==> src/rtl/axil_mst_pkg.sv <==
// Shared definitions for the AXI4-Lite command master: FSM encoding,
// AXI response codes and the pattern returned when a transaction is abandoned.
package axil_mst_pkg;

  typedef enum logic [2:0] {
    IDLE,
    WRITE,
    WRESP,
    RADDR,
    RDATA,
    RSP
  } state_t;

  localparam logic [1:0] RESP_OKAY   = 2'b00;
  localparam logic [1:0] RESP_SLVERR = 2'b10;
  localparam logic [1:0] RESP_DECERR = 2'b11;

  localparam logic [31:0] TIMEOUT_RDATA = 32'hDEAD_BEEF;

  // States in which the master is waiting on the slave.
  function automatic logic is_busy(state_t s);
    return (s == WRITE) || (s == WRESP) || (s == RADDR) || (s == RDATA);
  endfunction

endpackage

==> src/rtl/axil_lite_master_if.sv <==
// AXI4-Lite bus bundle between the command master and a register-bank slave.
interface axil_lite_master_if #(
  parameter int C_M_AXI_DATA_WIDTH = 32,
  parameter int C_M_AXI_ADDR_WIDTH = 12
);

  logic [C_M_AXI_ADDR_WIDTH-1:0]   M_AXI_AWADDR;
  logic                            M_AXI_AWVALID;
  logic                            M_AXI_AWREADY;
  logic [C_M_AXI_DATA_WIDTH-1:0]   M_AXI_WDATA;
  logic [C_M_AXI_DATA_WIDTH/8-1:0] M_AXI_WSTRB;
  logic                            M_AXI_WVALID;
  logic                            M_AXI_WREADY;
  logic [1:0]                      M_AXI_BRESP;
  logic                            M_AXI_BVALID;
  logic                            M_AXI_BREADY;
  logic [C_M_AXI_ADDR_WIDTH-1:0]   M_AXI_ARADDR;
  logic                            M_AXI_ARVALID;
  logic                            M_AXI_ARREADY;
  logic [C_M_AXI_DATA_WIDTH-1:0]   M_AXI_RDATA;
  logic [1:0]                      M_AXI_RRESP;
  logic                            M_AXI_RVALID;
  logic                            M_AXI_RREADY;

  modport master (
    output M_AXI_AWADDR, M_AXI_AWVALID, input M_AXI_AWREADY,
    output M_AXI_WDATA, M_AXI_WSTRB, M_AXI_WVALID, input M_AXI_WREADY,
    input M_AXI_BRESP, M_AXI_BVALID, output M_AXI_BREADY,
    output M_AXI_ARADDR, M_AXI_ARVALID, input M_AXI_ARREADY,
    input M_AXI_RDATA, M_AXI_RRESP, M_AXI_RVALID, output M_AXI_RREADY
  );

  modport slave (
    input M_AXI_AWADDR, M_AXI_AWVALID, output M_AXI_AWREADY,
    input M_AXI_WDATA, M_AXI_WSTRB, M_AXI_WVALID, output M_AXI_WREADY,
    output M_AXI_BRESP, M_AXI_BVALID, input M_AXI_BREADY,
    input M_AXI_ARADDR, M_AXI_ARVALID, output M_AXI_ARREADY,
    output M_AXI_RDATA, M_AXI_RRESP, M_AXI_RVALID, input M_AXI_RREADY
  );

endinterface

==> src/rtl/axil_mst_watchdog.sv <==
// Cycle counter that flags a stalled transaction; restarts on every state
// change and only counts while the master is waiting on the slave.
module axil_mst_watchdog #(
  parameter int C_TIMEOUT_CYCLES = 256
) (
  input  logic S_AXI_ACLK,
  input  logic S_AXI_ARESETN,
  input  logic restart,
  input  logic active,
  output logic expired
);

  localparam int CNT_W = $clog2(C_TIMEOUT_CYCLES + 1);

  logic [CNT_W-1:0] count;

  always_ff @(posedge S_AXI_ACLK or negedge S_AXI_ARESETN) begin
    if (!S_AXI_ARESETN) begin
      count <= '0;
    end else if (restart) begin
      count <= '0;
    end else if (active && !expired) begin
      count <= count + 1'b1;
    end
  end

  // Fires during the last permitted cycle so the master leaves on that edge.
  assign expired = active && (count == CNT_W'(C_TIMEOUT_CYCLES - 1));

endmodule

==> src/rtl/axil_lite_master.sv <==
// Single-outstanding AXI4-Lite initiator: one command in, one AXI transaction,
// one response out. Define AXIL_MST_TIMEOUT_EN to add the stall watchdog.
module axil_lite_master
  import axil_mst_pkg::*;
#(
  parameter int C_M_AXI_DATA_WIDTH = 32,
  parameter int C_M_AXI_ADDR_WIDTH = 12,
  parameter int C_TIMEOUT_CYCLES   = 256
) (
  input  logic                            S_AXI_ACLK,
  input  logic                            S_AXI_ARESETN,
  input  logic                            cmd_valid,
  output logic                            cmd_ready,
  input  logic                            cmd_write,
  input  logic [C_M_AXI_ADDR_WIDTH-1:0]   cmd_addr,
  input  logic [C_M_AXI_DATA_WIDTH-1:0]   cmd_wdata,
  input  logic [C_M_AXI_DATA_WIDTH/8-1:0] cmd_wstrb,
  output logic                            rsp_valid,
  input  logic                            rsp_ready,
  output logic [C_M_AXI_DATA_WIDTH-1:0]   rsp_rdata,
  output logic [1:0]                      rsp_resp,
  axil_lite_master_if.master              m_axi
);

  localparam int DW = C_M_AXI_DATA_WIDTH;
  localparam int AW = C_M_AXI_ADDR_WIDTH;
  localparam int SW = C_M_AXI_DATA_WIDTH / 8;
  localparam logic [AW-1:0] ALIGN_MASK = {{(AW-2){1'b1}}, 2'b00};

  state_t          state, state_n;
  logic            aw_done, aw_done_n, w_done, w_done_n;
  logic [AW-1:0]   addr_q, addr_n;
  logic [DW-1:0]   wdata_q, wdata_n;
  logic [SW-1:0]   wstrb_q, wstrb_n;
  logic            awvalid_q, awvalid_n, wvalid_q, wvalid_n, bready_q, bready_n;
  logic            arvalid_q, arvalid_n, rready_q, rready_n;
  logic            cmd_ready_n, rsp_valid_n;
  logic [DW-1:0]   rsp_rdata_n;
  logic [1:0]      rsp_resp_n;
  logic            timeout;

  always_ff @(posedge S_AXI_ACLK or negedge S_AXI_ARESETN) begin
    if (!S_AXI_ARESETN) begin
      state     <= IDLE;
      aw_done   <= 1'b0;
      w_done    <= 1'b0;
      addr_q    <= '0;
      wdata_q   <= '0;
      wstrb_q   <= '0;
      awvalid_q <= 1'b0;
      wvalid_q  <= 1'b0;
      bready_q  <= 1'b0;
      arvalid_q <= 1'b0;
      rready_q  <= 1'b0;
      cmd_ready <= 1'b0;
      rsp_valid <= 1'b0;
      rsp_rdata <= '0;
      rsp_resp  <= RESP_OKAY;
    end else begin
      state     <= state_n;
      aw_done   <= aw_done_n;
      w_done    <= w_done_n;
      addr_q    <= addr_n;
      wdata_q   <= wdata_n;
      wstrb_q   <= wstrb_n;
      awvalid_q <= awvalid_n;
      wvalid_q  <= wvalid_n;
      bready_q  <= bready_n;
      arvalid_q <= arvalid_n;
      rready_q  <= rready_n;
      cmd_ready <= cmd_ready_n;
      rsp_valid <= rsp_valid_n;
      rsp_rdata <= rsp_rdata_n;
      rsp_resp  <= rsp_resp_n;
    end
  end

  // Every output is a flop, so next values for them are computed here with the state.
  always_comb begin
    state_n     = state;
    aw_done_n   = aw_done;
    w_done_n    = w_done;
    addr_n      = addr_q;
    wdata_n     = wdata_q;
    wstrb_n     = wstrb_q;
    awvalid_n   = awvalid_q;
    wvalid_n    = wvalid_q;
    bready_n    = bready_q;
    arvalid_n   = arvalid_q;
    rready_n    = rready_q;
    rsp_valid_n = rsp_valid;
    rsp_rdata_n = rsp_rdata;
    rsp_resp_n  = rsp_resp;

    case (state)
      IDLE: begin
        if (cmd_valid && cmd_ready) begin
          addr_n  = cmd_addr & ALIGN_MASK;
          wdata_n = cmd_wdata;
          wstrb_n = cmd_wstrb;
          if (cmd_write) begin
            awvalid_n = 1'b1;
            wvalid_n  = 1'b1;
            aw_done_n = 1'b0;
            w_done_n  = 1'b0;
            state_n   = WRITE;
          end else begin
            arvalid_n = 1'b1;
            state_n   = RADDR;
          end
        end
      end
      WRITE: begin
        if (awvalid_q && m_axi.M_AXI_AWREADY) begin
          awvalid_n = 1'b0;
          aw_done_n = 1'b1;
        end
        if (wvalid_q && m_axi.M_AXI_WREADY) begin
          wvalid_n = 1'b0;
          w_done_n = 1'b1;
        end
        if (aw_done_n && w_done_n) begin
          bready_n = 1'b1;
          state_n  = WRESP;
        end
      end
      WRESP: begin
        if (m_axi.M_AXI_BVALID) begin
          bready_n    = 1'b0;
          rsp_resp_n  = m_axi.M_AXI_BRESP;
          rsp_rdata_n = '0;
          rsp_valid_n = 1'b1;
          state_n     = RSP;
        end
      end
      RADDR: begin
        if (m_axi.M_AXI_ARREADY) begin
          arvalid_n = 1'b0;
          rready_n  = 1'b1;
          state_n   = RDATA;
        end
      end
      RDATA: begin
        if (m_axi.M_AXI_RVALID) begin
          rready_n    = 1'b0;
          rsp_resp_n  = m_axi.M_AXI_RRESP;
          rsp_rdata_n = m_axi.M_AXI_RDATA;
          rsp_valid_n = 1'b1;
          state_n     = RSP;
        end
      end
      RSP: begin
        if (rsp_ready) begin
          rsp_valid_n = 1'b0;
          state_n     = IDLE;
        end
      end
      default: state_n = IDLE;
    endcase

    // Stall recovery deliberately abandons the bus handshake mid-flight.
    if (timeout) begin
      awvalid_n   = 1'b0;
      wvalid_n    = 1'b0;
      bready_n    = 1'b0;
      arvalid_n   = 1'b0;
      rready_n    = 1'b0;
      rsp_resp_n  = RESP_DECERR;
      rsp_rdata_n = DW'(TIMEOUT_RDATA);
      rsp_valid_n = 1'b1;
      state_n     = RSP;
    end

    cmd_ready_n = (state_n == IDLE);
  end

`ifdef AXIL_MST_TIMEOUT_EN
  axil_mst_watchdog #(
    .C_TIMEOUT_CYCLES(C_TIMEOUT_CYCLES)
  ) u_watchdog (
    .S_AXI_ACLK   (S_AXI_ACLK),
    .S_AXI_ARESETN(S_AXI_ARESETN),
    .restart      (state_n != state),
    .active       (is_busy(state)),
    .expired      (timeout)
  );
`else
  assign timeout = 1'b0;
`endif

  assign m_axi.M_AXI_AWADDR  = addr_q;
  assign m_axi.M_AXI_AWVALID = awvalid_q;
  assign m_axi.M_AXI_WDATA   = wdata_q;
  assign m_axi.M_AXI_WSTRB   = wstrb_q;
  assign m_axi.M_AXI_WVALID  = wvalid_q;
  assign m_axi.M_AXI_BREADY  = bready_q;
  assign m_axi.M_AXI_ARADDR  = addr_q;
  assign m_axi.M_AXI_ARVALID = arvalid_q;
  assign m_axi.M_AXI_RREADY  = rready_q;

endmodule

==> src/flat_wrapper.sv <==
// flat-port wrapper written by rule: the top's interface ports become plain ports
module axil_lite_master_flat import axil_mst_pkg::*;
#(
  parameter int C_M_AXI_DATA_WIDTH = 32,
  parameter int C_M_AXI_ADDR_WIDTH = 12,
  parameter int C_TIMEOUT_CYCLES   = 256
)
  (S_AXI_ACLK, S_AXI_ARESETN, cmd_valid, cmd_ready, cmd_write, cmd_addr, cmd_wdata, cmd_wstrb, rsp_valid, rsp_ready, rsp_rdata, rsp_resp, m_axi_M_AXI_AWADDR, m_axi_M_AXI_AWVALID, m_axi_M_AXI_AWREADY, m_axi_M_AXI_WDATA, m_axi_M_AXI_WSTRB, m_axi_M_AXI_WVALID, m_axi_M_AXI_WREADY, m_axi_M_AXI_BRESP, m_axi_M_AXI_BVALID, m_axi_M_AXI_BREADY, m_axi_M_AXI_ARADDR, m_axi_M_AXI_ARVALID, m_axi_M_AXI_ARREADY, m_axi_M_AXI_RDATA, m_axi_M_AXI_RRESP, m_axi_M_AXI_RVALID, m_axi_M_AXI_RREADY);
  axil_lite_master_if #(.C_M_AXI_DATA_WIDTH(C_M_AXI_DATA_WIDTH), .C_M_AXI_ADDR_WIDTH(C_M_AXI_ADDR_WIDTH)) m_axi_i ();
  input  logic S_AXI_ACLK;
  input  logic S_AXI_ARESETN;
  input  logic cmd_valid;
  output logic cmd_ready;
  input  logic cmd_write;
  input  logic [C_M_AXI_ADDR_WIDTH-1:0] cmd_addr;
  input  logic [C_M_AXI_DATA_WIDTH-1:0] cmd_wdata;
  input  logic [C_M_AXI_DATA_WIDTH/8-1:0] cmd_wstrb;
  output logic rsp_valid;
  input  logic rsp_ready;
  output logic [C_M_AXI_DATA_WIDTH-1:0] rsp_rdata;
  output logic [1:0] rsp_resp;
  output wire logic [$bits(m_axi_i.M_AXI_AWADDR)-1:0] m_axi_M_AXI_AWADDR;
  output wire logic [$bits(m_axi_i.M_AXI_AWVALID)-1:0] m_axi_M_AXI_AWVALID;
  input wire logic [$bits(m_axi_i.M_AXI_AWREADY)-1:0] m_axi_M_AXI_AWREADY;
  output wire logic [$bits(m_axi_i.M_AXI_WDATA)-1:0] m_axi_M_AXI_WDATA;
  output wire logic [$bits(m_axi_i.M_AXI_WSTRB)-1:0] m_axi_M_AXI_WSTRB;
  output wire logic [$bits(m_axi_i.M_AXI_WVALID)-1:0] m_axi_M_AXI_WVALID;
  input wire logic [$bits(m_axi_i.M_AXI_WREADY)-1:0] m_axi_M_AXI_WREADY;
  input wire logic [$bits(m_axi_i.M_AXI_BRESP)-1:0] m_axi_M_AXI_BRESP;
  input wire logic [$bits(m_axi_i.M_AXI_BVALID)-1:0] m_axi_M_AXI_BVALID;
  output wire logic [$bits(m_axi_i.M_AXI_BREADY)-1:0] m_axi_M_AXI_BREADY;
  output wire logic [$bits(m_axi_i.M_AXI_ARADDR)-1:0] m_axi_M_AXI_ARADDR;
  output wire logic [$bits(m_axi_i.M_AXI_ARVALID)-1:0] m_axi_M_AXI_ARVALID;
  input wire logic [$bits(m_axi_i.M_AXI_ARREADY)-1:0] m_axi_M_AXI_ARREADY;
  input wire logic [$bits(m_axi_i.M_AXI_RDATA)-1:0] m_axi_M_AXI_RDATA;
  input wire logic [$bits(m_axi_i.M_AXI_RRESP)-1:0] m_axi_M_AXI_RRESP;
  input wire logic [$bits(m_axi_i.M_AXI_RVALID)-1:0] m_axi_M_AXI_RVALID;
  output wire logic [$bits(m_axi_i.M_AXI_RREADY)-1:0] m_axi_M_AXI_RREADY;
  assign m_axi_M_AXI_AWADDR = m_axi_i.M_AXI_AWADDR;
  assign m_axi_M_AXI_AWVALID = m_axi_i.M_AXI_AWVALID;
  assign m_axi_i.M_AXI_AWREADY = m_axi_M_AXI_AWREADY;
  assign m_axi_M_AXI_WDATA = m_axi_i.M_AXI_WDATA;
  assign m_axi_M_AXI_WSTRB = m_axi_i.M_AXI_WSTRB;
  assign m_axi_M_AXI_WVALID = m_axi_i.M_AXI_WVALID;
  assign m_axi_i.M_AXI_WREADY = m_axi_M_AXI_WREADY;
  assign m_axi_i.M_AXI_BRESP = m_axi_M_AXI_BRESP;
  assign m_axi_i.M_AXI_BVALID = m_axi_M_AXI_BVALID;
  assign m_axi_M_AXI_BREADY = m_axi_i.M_AXI_BREADY;
  assign m_axi_M_AXI_ARADDR = m_axi_i.M_AXI_ARADDR;
  assign m_axi_M_AXI_ARVALID = m_axi_i.M_AXI_ARVALID;
  assign m_axi_i.M_AXI_ARREADY = m_axi_M_AXI_ARREADY;
  assign m_axi_i.M_AXI_RDATA = m_axi_M_AXI_RDATA;
  assign m_axi_i.M_AXI_RRESP = m_axi_M_AXI_RRESP;
  assign m_axi_i.M_AXI_RVALID = m_axi_M_AXI_RVALID;
  assign m_axi_M_AXI_RREADY = m_axi_i.M_AXI_RREADY;
  axil_lite_master #(.C_M_AXI_DATA_WIDTH(C_M_AXI_DATA_WIDTH), .C_M_AXI_ADDR_WIDTH(C_M_AXI_ADDR_WIDTH), .C_TIMEOUT_CYCLES(C_TIMEOUT_CYCLES)) u_core (.S_AXI_ACLK(S_AXI_ACLK), .S_AXI_ARESETN(S_AXI_ARESETN), .cmd_valid(cmd_valid), .cmd_ready(cmd_ready), .cmd_write(cmd_write), .cmd_addr(cmd_addr), .cmd_wdata(cmd_wdata), .cmd_wstrb(cmd_wstrb), .rsp_valid(rsp_valid), .rsp_ready(rsp_ready), .rsp_rdata(rsp_rdata), .rsp_resp(rsp_resp), .m_axi(m_axi_i));
endmodule
==> config.mk <==
export PLATFORM = sky130hd
export DESIGN_NAME = axil_lite_master_flat
export DESIGN_NICKNAME = d
export VERILOG_FILES = /design/src/rtl/axil_mst_pkg.sv /design/src/rtl/axil_lite_master_if.sv /design/src/rtl/axil_mst_watchdog.sv /design/src/rtl/axil_lite_master.sv /design/src/flat_wrapper.sv
export SDC_FILE = /design/constraint.sdc
export NUM_CORES = 1
export LEC_CHECK = 0
export CAP_MARGIN = 25
export CORE_ASPECT_RATIO = 1.5
export CORE_MARGIN = 2
export CORE_UTILIZATION = 28
export DETAILED_ROUTE_END_ITERATION = 6
export HOLD_SLACK_MARGIN = 0.1
export SLEW_MARGIN = 0
export SYNTH_ARGS = -nofsm -noshare
export SYNTH_HDL_FRONTEND = slang
export SYNTH_SLANG_ARGS = --single-unit
==> constraint.sdc <==
create_clock -name S_AXI_ACLK -period 1.8 [get_ports S_AXI_ACLK]
set_clock_uncertainty 0.2 [all_clocks]
set_input_delay 0.36 -clock S_AXI_ACLK [delete_from_list [all_inputs] [get_ports S_AXI_ACLK]]
set_output_delay 0.36 -clock S_AXI_ACLK [all_outputs]
set_load 0.01 [all_outputs]
==> impl_metrics.csv, run 1 <==
group,metric,value,unit
placement,dp_hpwl,7995,um
clocking,cts_max_level,3,
worst_setup_path,r2r-start,"u_core.state[0]",
pwr,p_leak,3.364,nW
cells_and_area,area_growth,65.82,%
routing,drc,0,
global_route,first_global_vias,3465,
worst_setup_path,critPathCaptureType,"flip-flop",
synth,syn_area_per_cell,13.00,um^2
status,status,"complete, but fails checks",
pwr,p_int,7.693,mW
worst_setup_path,worstPathRequired,1820,ps
cells_and_area,drive_gt1_share,20.45,%
pwr,p_switching,3.791,mW
pwr,peakVddDrop,0.6829,mV
cells_and_area,multi_input_area,1529,um^2
sta,period_share,101.9,%
worst_setup_path,cp.arrival,1850,ps
sta,min_period,1834,ps
worst_setup_path,r2r_cells,4,
pwr,power.density,1680,nW/um^2
clocking,numClockSinks,92,
routing,ant_nets,0,
pwr,seq_power_share,32.7,%
clocking,clk_pin_slew,70,ps
global_route,grt_pass1_wl,17240,um
cells_and_area,fillerInstances,1406,
routing,first_pass_iters,4,
cells_and_area,n_antenna_cell,0,
run,maxCapViolCount,0,
routing,vias_per_cell,4.291,
die,row_count,54,
sta,hold_viol,0,
die,fp.dieH,152.6,um
clocking,cts_buffer_depth,2,
synth,ys_ff_latch,92,
cells_and_area,stdcell_count,724,
synth,synth.cell_area,4121,um^2
sta,finalSetupViolCount,2,
die,ios,195,
worst_hold_path,min_path_type,"input pin to async pin",
die,start_util,28.50,%
worst_setup_path,worstSetupPathType,"flip-flop to flip-flop",
placement,port-buffer-count,188,
global_route,antenna_found_initial,0,
status,violations,"setup timing",
sta,maxSlewViolCount,0,
worst_setup_path,worstReg2RegEnd,"u_core.rsp_resp[1]",
placement,gp_congestion,0.7669,
synth,syn_inst,317,
sta,rsz0062_at_grt,"true",
synth,seq_area_frac_synth,55.86,%
worst_setup_path,worst-r2r-setup-slack,-30,ps
routing,wire_per_inst,15.69,um
cells_and_area,seq_area,2306,um^2
global_route,grtUsageTotal,14.02,%
sta,finalWorstSetupSlack,-33.64,ps
clocking,cts_inserted_buffers,9,
global_route,grt_max_degree,40,
placement,dp.cells,698,
pwr,combPwrFrac,48.4,%
sta,fin_tns_setup,-60.00,ps
die,fp.dieW,103.1,um
cells_and_area,nets,617,
sta,timing.fmax,545.4,MHz
clocking,cts-root-buf,"clkbuf_16",
routing,routed_wl,11360,um
cells_and_area,finish.instance_area,6834,um^2
die,core,14460,um^2
worst_setup_path,worst_setup_path_start_kind,"flip-flop",
global_route,overflow,0,
clocking,cts_tree,"built",
routing,vias,3107,
clocking,clk_latency,340,ps
placement,place_area,6259,um^2
routing,first_iter_violations,113,
pwr,power_frac_clock,18.9,%
worst_setup_path,crit_path_max_fanout,3,
synth,yosys_warnings,0,
synth,synth.distinct_cells,39,
die,dieArea,15730,um^2
pwr,p_sw_share,33.01,%
-- cell type report --
cell class                      instances  share of cell area [%]
Clock buffer                           10                   3.350
Multi-Input combinational cell        166                   22.37
Timing Repair Buffer                  221                   33.50
Inverter                               33                   1.813
Clock inverter                          6                   1.629
Sequential cell                        92                   33.74
Tap cell                              196                   3.588
-- worst max-delay path, stage by stage, from the launching register on --
cell	delay, ps
dfrtp_2	450
buf_6	130
nor3b_4	350
mux2_4	330
mux2_4	250
-- through the flow --
step	utilization (%)	total power [mW]	setup WS, ps	hold WS, ps
floorplan	-	6.649	-13.51	-135.6
global placement	43.28	9.484	-375.1	92.39
detailed placement	43.28	9.620	-394.3	92.79
CTS	45.38	11.28	-36.94	270.7
global route	47.27	12.23	-54.09	306.1
finish	47.27	11.48	-33.64	264.0
-- routing by layer --
| layer | up-vias | wire (um) | global-route usage (%) |
|---|---|---|---|
| met4 | 0 | 150 | 4.449 |
| met5 | - | 0 | 0 |
| met3 | 11 | 715 | 4.266 |
| met2 | 116 | 6135 | 25.54 |
| li1 | 1455 | - | - |
| met1 | 1525 | 4358 | 15.04 |
-- power groups by stage --
stage	clock, mW	sequential [mW]	combinational [mW]
after floorplan	0	4.18	2.47
final	2.17	3.76	5.56
after CTS	2.22	3.77	5.30
after global routing	2.33	3.91	5.98
after detailed placement	0	3.81	5.81
after global placement	0	3.80	5.69
-- how the worst max path moves through the flow --
stage / from / end / slack, ps / cells after the start
after floorplan: u_core.state[0] / u_core.m_axi.M_AXI_WDATA[10] / -10 / 4
after global placement: cmd_valid / u_core.m_axi.M_AXI_ARADDR[7] / -380 / 5
after detailed placement: cmd_valid / u_core.m_axi.M_AXI_ARADDR[7] / -390 / 5
after CTS: u_core.state[0] / u_core.rsp_resp[1] / -40 / 4
after global routing: u_core.state[1] / u_core.rsp_rdata[30] / -50 / 7
final: u_core.state[0] / u_core.rsp_resp[1] / -30 / 4
-- flip-flops by register name, summed over array words and instances (netlist names) --
register,count
u_core.m_axi.M_AXI_BREADY,1
u_core.aw_done,1
u_core.m_axi.M_AXI_ARADDR,10
u_core.cmd_ready,1
u_core.m_axi.M_AXI_WVALID,1
u_core.m_axi.M_AXI_WDATA,32
u_core.state,3
u_core.m_axi.M_AXI_ARVALID,1
u_core.m_axi.M_AXI_WSTRB,4
u_core.rsp_valid,1
u_core.rsp_rdata,32
u_core.m_axi.M_AXI_RREADY,1
u_core.m_axi.M_AXI_AWVALID,1
u_core.rsp_resp,2
u_core.w_done,1
-- synthesized netlist by cell type --
master,instances,area share [%]
nand3b_4,2,0.97
dfrtp_1,92,56
a32oi_1,1,0.21
nor2b_1,1,0.15
or4_1,1,0.18
a31oi_1,1,0.15
o21ai_0,2,0.24
conb_1,1,0.091
buf_6,7,1.9
buf_2,3,0.36
mux2_2,34,9.3
o211ai_1,2,0.36
a22o_1,2,0.43
a41oi_1,2,0.43
a31o_2,1,0.21
mux2_1,4,1.1
nor3_1,1,0.12
inv_1,33,3.0
a21oi_4,1,0.39
nand2_1,36,3.3
a21o_1,1,0.18
nor4_4,1,0.52
buf_12,3,1.5
nand3_1,3,0.36
clkbuf_1,1,0.091
nand3b_1,1,0.18
nor3b_4,1,0.46
and2b_1,1,0.18
nor4b_1,1,0.21
nand4_1,1,0.15
o22a_1,2,0.43
nand2b_1,3,0.46
buf_4,15,2.7
mux2_4,12,4.4
mux2i_1,32,7.8
nand4bb_1,1,0.27
and4bb_1,1,0.30
a21oi_1,7,0.85
nor2_1,3,0.27
-- placed cells by master (no fill, tap or decap), types with 2 or more instances in the layout --
master | synthesis | layout
mux2_2 | 34 | 14
nand2b_1 | 3 | 3
a41oi_1 | 2 | 2
mux2_4 | 12 | 36
buf_6 | 7 | 3
mux2i_1 | 32 | 32
conb_1 | 1 | 4
buf_12 | 3 | 7
buf_4 | 15 | 17
o22a_1 | 2 | 2
o211ai_1 | 2 | 2
nand3_1 | 3 | 3
o21ai_0 | 2 | 2
dlygate4sd2_1 | 0 | 75
nor2_1 | 3 | 3
clkbuf_16 | 0 | 13
nand3b_4 | 2 | 2
dfrtp_2 | 0 | 3
inv_1 | 33 | 33
clkdlybuf4s50_1 | 0 | 89
a22o_1 | 2 | 2
dfrtp_1 | 92 | 89
a21oi_1 | 7 | 7
nand2_1 | 36 | 35
bufinv_16 | 0 | 3
dlymetal6s2s_1 | 0 | 23
-- logic make-up after synthesis --
family / synth area share [%]
flops: 55.86
mux: 22.53
buf+inv: 9.563
simple gates: 8.076
compound gates: 3.886
other cells: 0.09099
-- timing repair --
item | CTS | global route
resized for setup | 80 | 49
hold endpoints to repair | 92 | 0
gates cloned | 1 | 4
pin swaps | 1 | 2
hold buffers | 1 | 0
buffers inserted | 1 | 3
endpoints found under the setup margin | 142 | 75
Power figures use the tool's default switching activity.
==> run 2, diff against run 1 <==
--- a/config.mk
+++ b/config.mk
@@ -10,6 +10,7 @@
 export CORE_MARGIN = 2
 export CORE_UTILIZATION = 28
 export DETAILED_ROUTE_END_ITERATION = 6
+export GPL_TIMING_DRIVEN = 0
 export HOLD_SLACK_MARGIN = 0.1
 export SLEW_MARGIN = 0
 export SYNTH_ARGS = -nofsm -noshare
==> run 2 against run 1 <==
  * The flow still finishes with violations (setup timing)
  * Sequential share of layout area down 0.080 points
  * Clock power down 4%
  * Utilization about the same
  * Largest power group unchanged
  * Total power down 0.48%
  * Routed wire length down 5.6%
  * Global-route usage down 0.35 points
  * Sequential power down 1%
==> impl_metrics.csv, run 2 (synthesis gave the netlist of run 1 again) <==
group,metric,value,unit
worst_setup_path,worstPathRequired,1820,ps
pwr,power.total,11.43,mW
cells_and_area,post-route-util,47.30,%
placement,gp_congestion,0.7533,
clocking,clk_pin_slew,70,ps
die,core,14460,um^2
worst_setup_path,worstSetupPathType,"flip-flop to flip-flop",
sta,worst_pin_slew,578.9,ps
global_route,grt_max_degree,52,
routing,ant_nets,0,
cells_and_area,area_growth,65.94,%
routing,vias_per_cell,4.255,
die,dieArea,15730,um^2
clocking,numClockSinks,92,
placement,dp_hpwl,8033,um
cells_and_area,nets,629,
routing,first_pass_iters,4,
worst_setup_path,slowest_delay,380,ps
clocking,cts-root-buf,"clkbuf_16",
sta,rsz0062_at_grt,"true",
pwr,peakVddDrop,0.7154,mV
pwr,seq_power_share,32.6,%
placement,dp_slack,-665.0,ps
sta,period_share,101.0,%
die,fp.dieH,152.6,um
cells_and_area,final_common_cell,"dfrtp_1",
global_route,first_global_vias,3329,
run,maxCapViolCount,0,
clocking,cts_inserted_buffers,9,
cells_and_area,fillerInstances,1404,
worst_setup_path,path_cells,"nand2_2, nor4_4, buf_12, buf_12, mux2_2",
clocking,cts_tree,"built",
routing,wire_per_inst,14.57,um
worst_hold_path,min_path_type,"flip-flop to flip-flop",
sta,fin_tns_setup,-151.5,ps
die,fp.dieW,103.1,um
pwr,p_switching,3.792,mW
cells_and_area,layout_common_cells,"dfrtp_1, clkdlybuf4s50_1, dlygate4sd2_1",
global_route,antenna_found_initial,0,
cells_and_area,drive_gt1_share,21.85,%
routing,drc,0,
clocking,cts_max_level,3,
routing,routed_wl,10730,um
status,status,"complete, but fails checks",
worst_setup_path,cp.arrival,1840,ps
global_route,grtUsageTotal,13.67,%
sta,maxSlewViolCount,0,
global_route,overflow,0,
worst_setup_path,critPathCaptureType,"flip-flop",
global_route,grt_pass1_wl,16840,um
pwr,power_frac_clock,18.3,%
sta,min_period,1818,ps
worst_setup_path,crit_top_cell,"buf_12",
sta,finalWorstSetupSlack,-18.01,ps
clocking,cts_buffer_depth,2,
pwr,power.density,1671,nW/um^2
pwr,p_leak,3.328,nW
pwr,p_sw_share,33.18,%
pwr,combPwrFrac,49.2,%
die,row_count,54,
die,start_util,28.50,%
sta,maxSlewHeadroom,61.41,%
worst_setup_path,cp_slowest_cell,"dfrtp_1",
status,violations,"setup timing",
clocking,clk_latency,330,ps
routing,vias,3132,
die,ios,195,
pwr,p_int,7.637,mW
sta,hold_viol,0,
placement,port-buffer-count,188,
worst_setup_path,crit_path_max_fanout,10,
sta,timing.fmax,550.1,MHz
routing,first_iter_violations,66,
cells_and_area,n_antenna_cell,0,
worst_setup_path,worst_setup_path_start_kind,"flip-flop",
sta,finalSetupViolCount,13,
## run 2: cell type report
class,count,area (um^2),share of cell area (%)
Sequential cell,92,2302,33.66
Buffer,28,300.3,4.391
Clock buffer,9,225.2,3.293
Timing Repair Buffer,205,2008,29.36
Tap cell,196,245.2,3.586
Clock inverter,7,105.1,1.537
Inverter,33,123.9,1.811
Multi-Input combinational cell,166,1529,22.36
## run 2: power by group through the flow
stage	clock network [mW]	registers (mW)	logic [mW]
after floorplan	0	4.18	2.47
after global placement	0	3.75	5.82
after detailed placement	0	3.79	5.90
after CTS	2.16	3.74	5.54
after global routing	2.26	3.86	6.08
final	2.09	3.72	5.62
## run 2: worst max-delay path, delay by kind of cell, from the launching register on
| family | cells | cell delay, ps |
|---|---|---|
| mux | 1 | 330 |
| simple gates | 2 | 440 |
| buf+inv | 2 | 350 |
| flops | 1 | 380 |
## run 2: path summary, 6_finish.rpt
check | from | endpoint | slack (ps) | depth (start not counted)
worst max-delay path | u_core.cmd_ready | u_core.m_axi.M_AXI_ARADDR[5] | -20 | 5
worst min-delay path | u_core.m_axi.M_AXI_WSTRB[0] | u_core.m_axi.M_AXI_WSTRB[0] | 310 | 1
worst max register to register | u_core.cmd_ready | u_core.m_axi.M_AXI_ARADDR[5] | -20 | 5
worst min register to register | u_core.m_axi.M_AXI_WSTRB[0] | u_core.m_axi.M_AXI_WSTRB[0] | 310 | 1
max in group asynchronous | S_AXI_ARESETN | u_core.m_axi.M_AXI_WDATA[19] | 390 | 3
min in group asynchronous | S_AXI_ARESETN | u_core.rsp_rdata[22] | 370 | 2
## run 2: timing repair
action,4_1_cts,5_1_grt
buffers inserted,12,2
hold buffers,1,0
endpoints found under the setup margin,167,69
gates cloned,1,0
endpoints found under the hold margin,41,0
pin swaps,4,1
resized for setup,99,34
## run 2: metal layers
| metal | track usage, % | share of wire (%) | vias to the layer above |
|---|---|---|---|
| li1 | - | - | 1475 |
| met1 | 14.61 | 37 | 1524 |
| met2 | 24.83 | 54 | 119 |
| met3 | 4.679 | 7.5 | 14 |
| met4 | 3.885 | 1.5 | 0 |
| met5 | 0 | 0 | - |
## run 2: stage by stage
step,instances,hold WS [ps],instance area [um^2]
after floorplan,320,-135.6,4144
after global placement,704,271.8,6271
after detailed placement,705,201.3,6296
after CTS,735,293.7,6724
after global routing,736,321.3,6839
final,736,307.3,6839
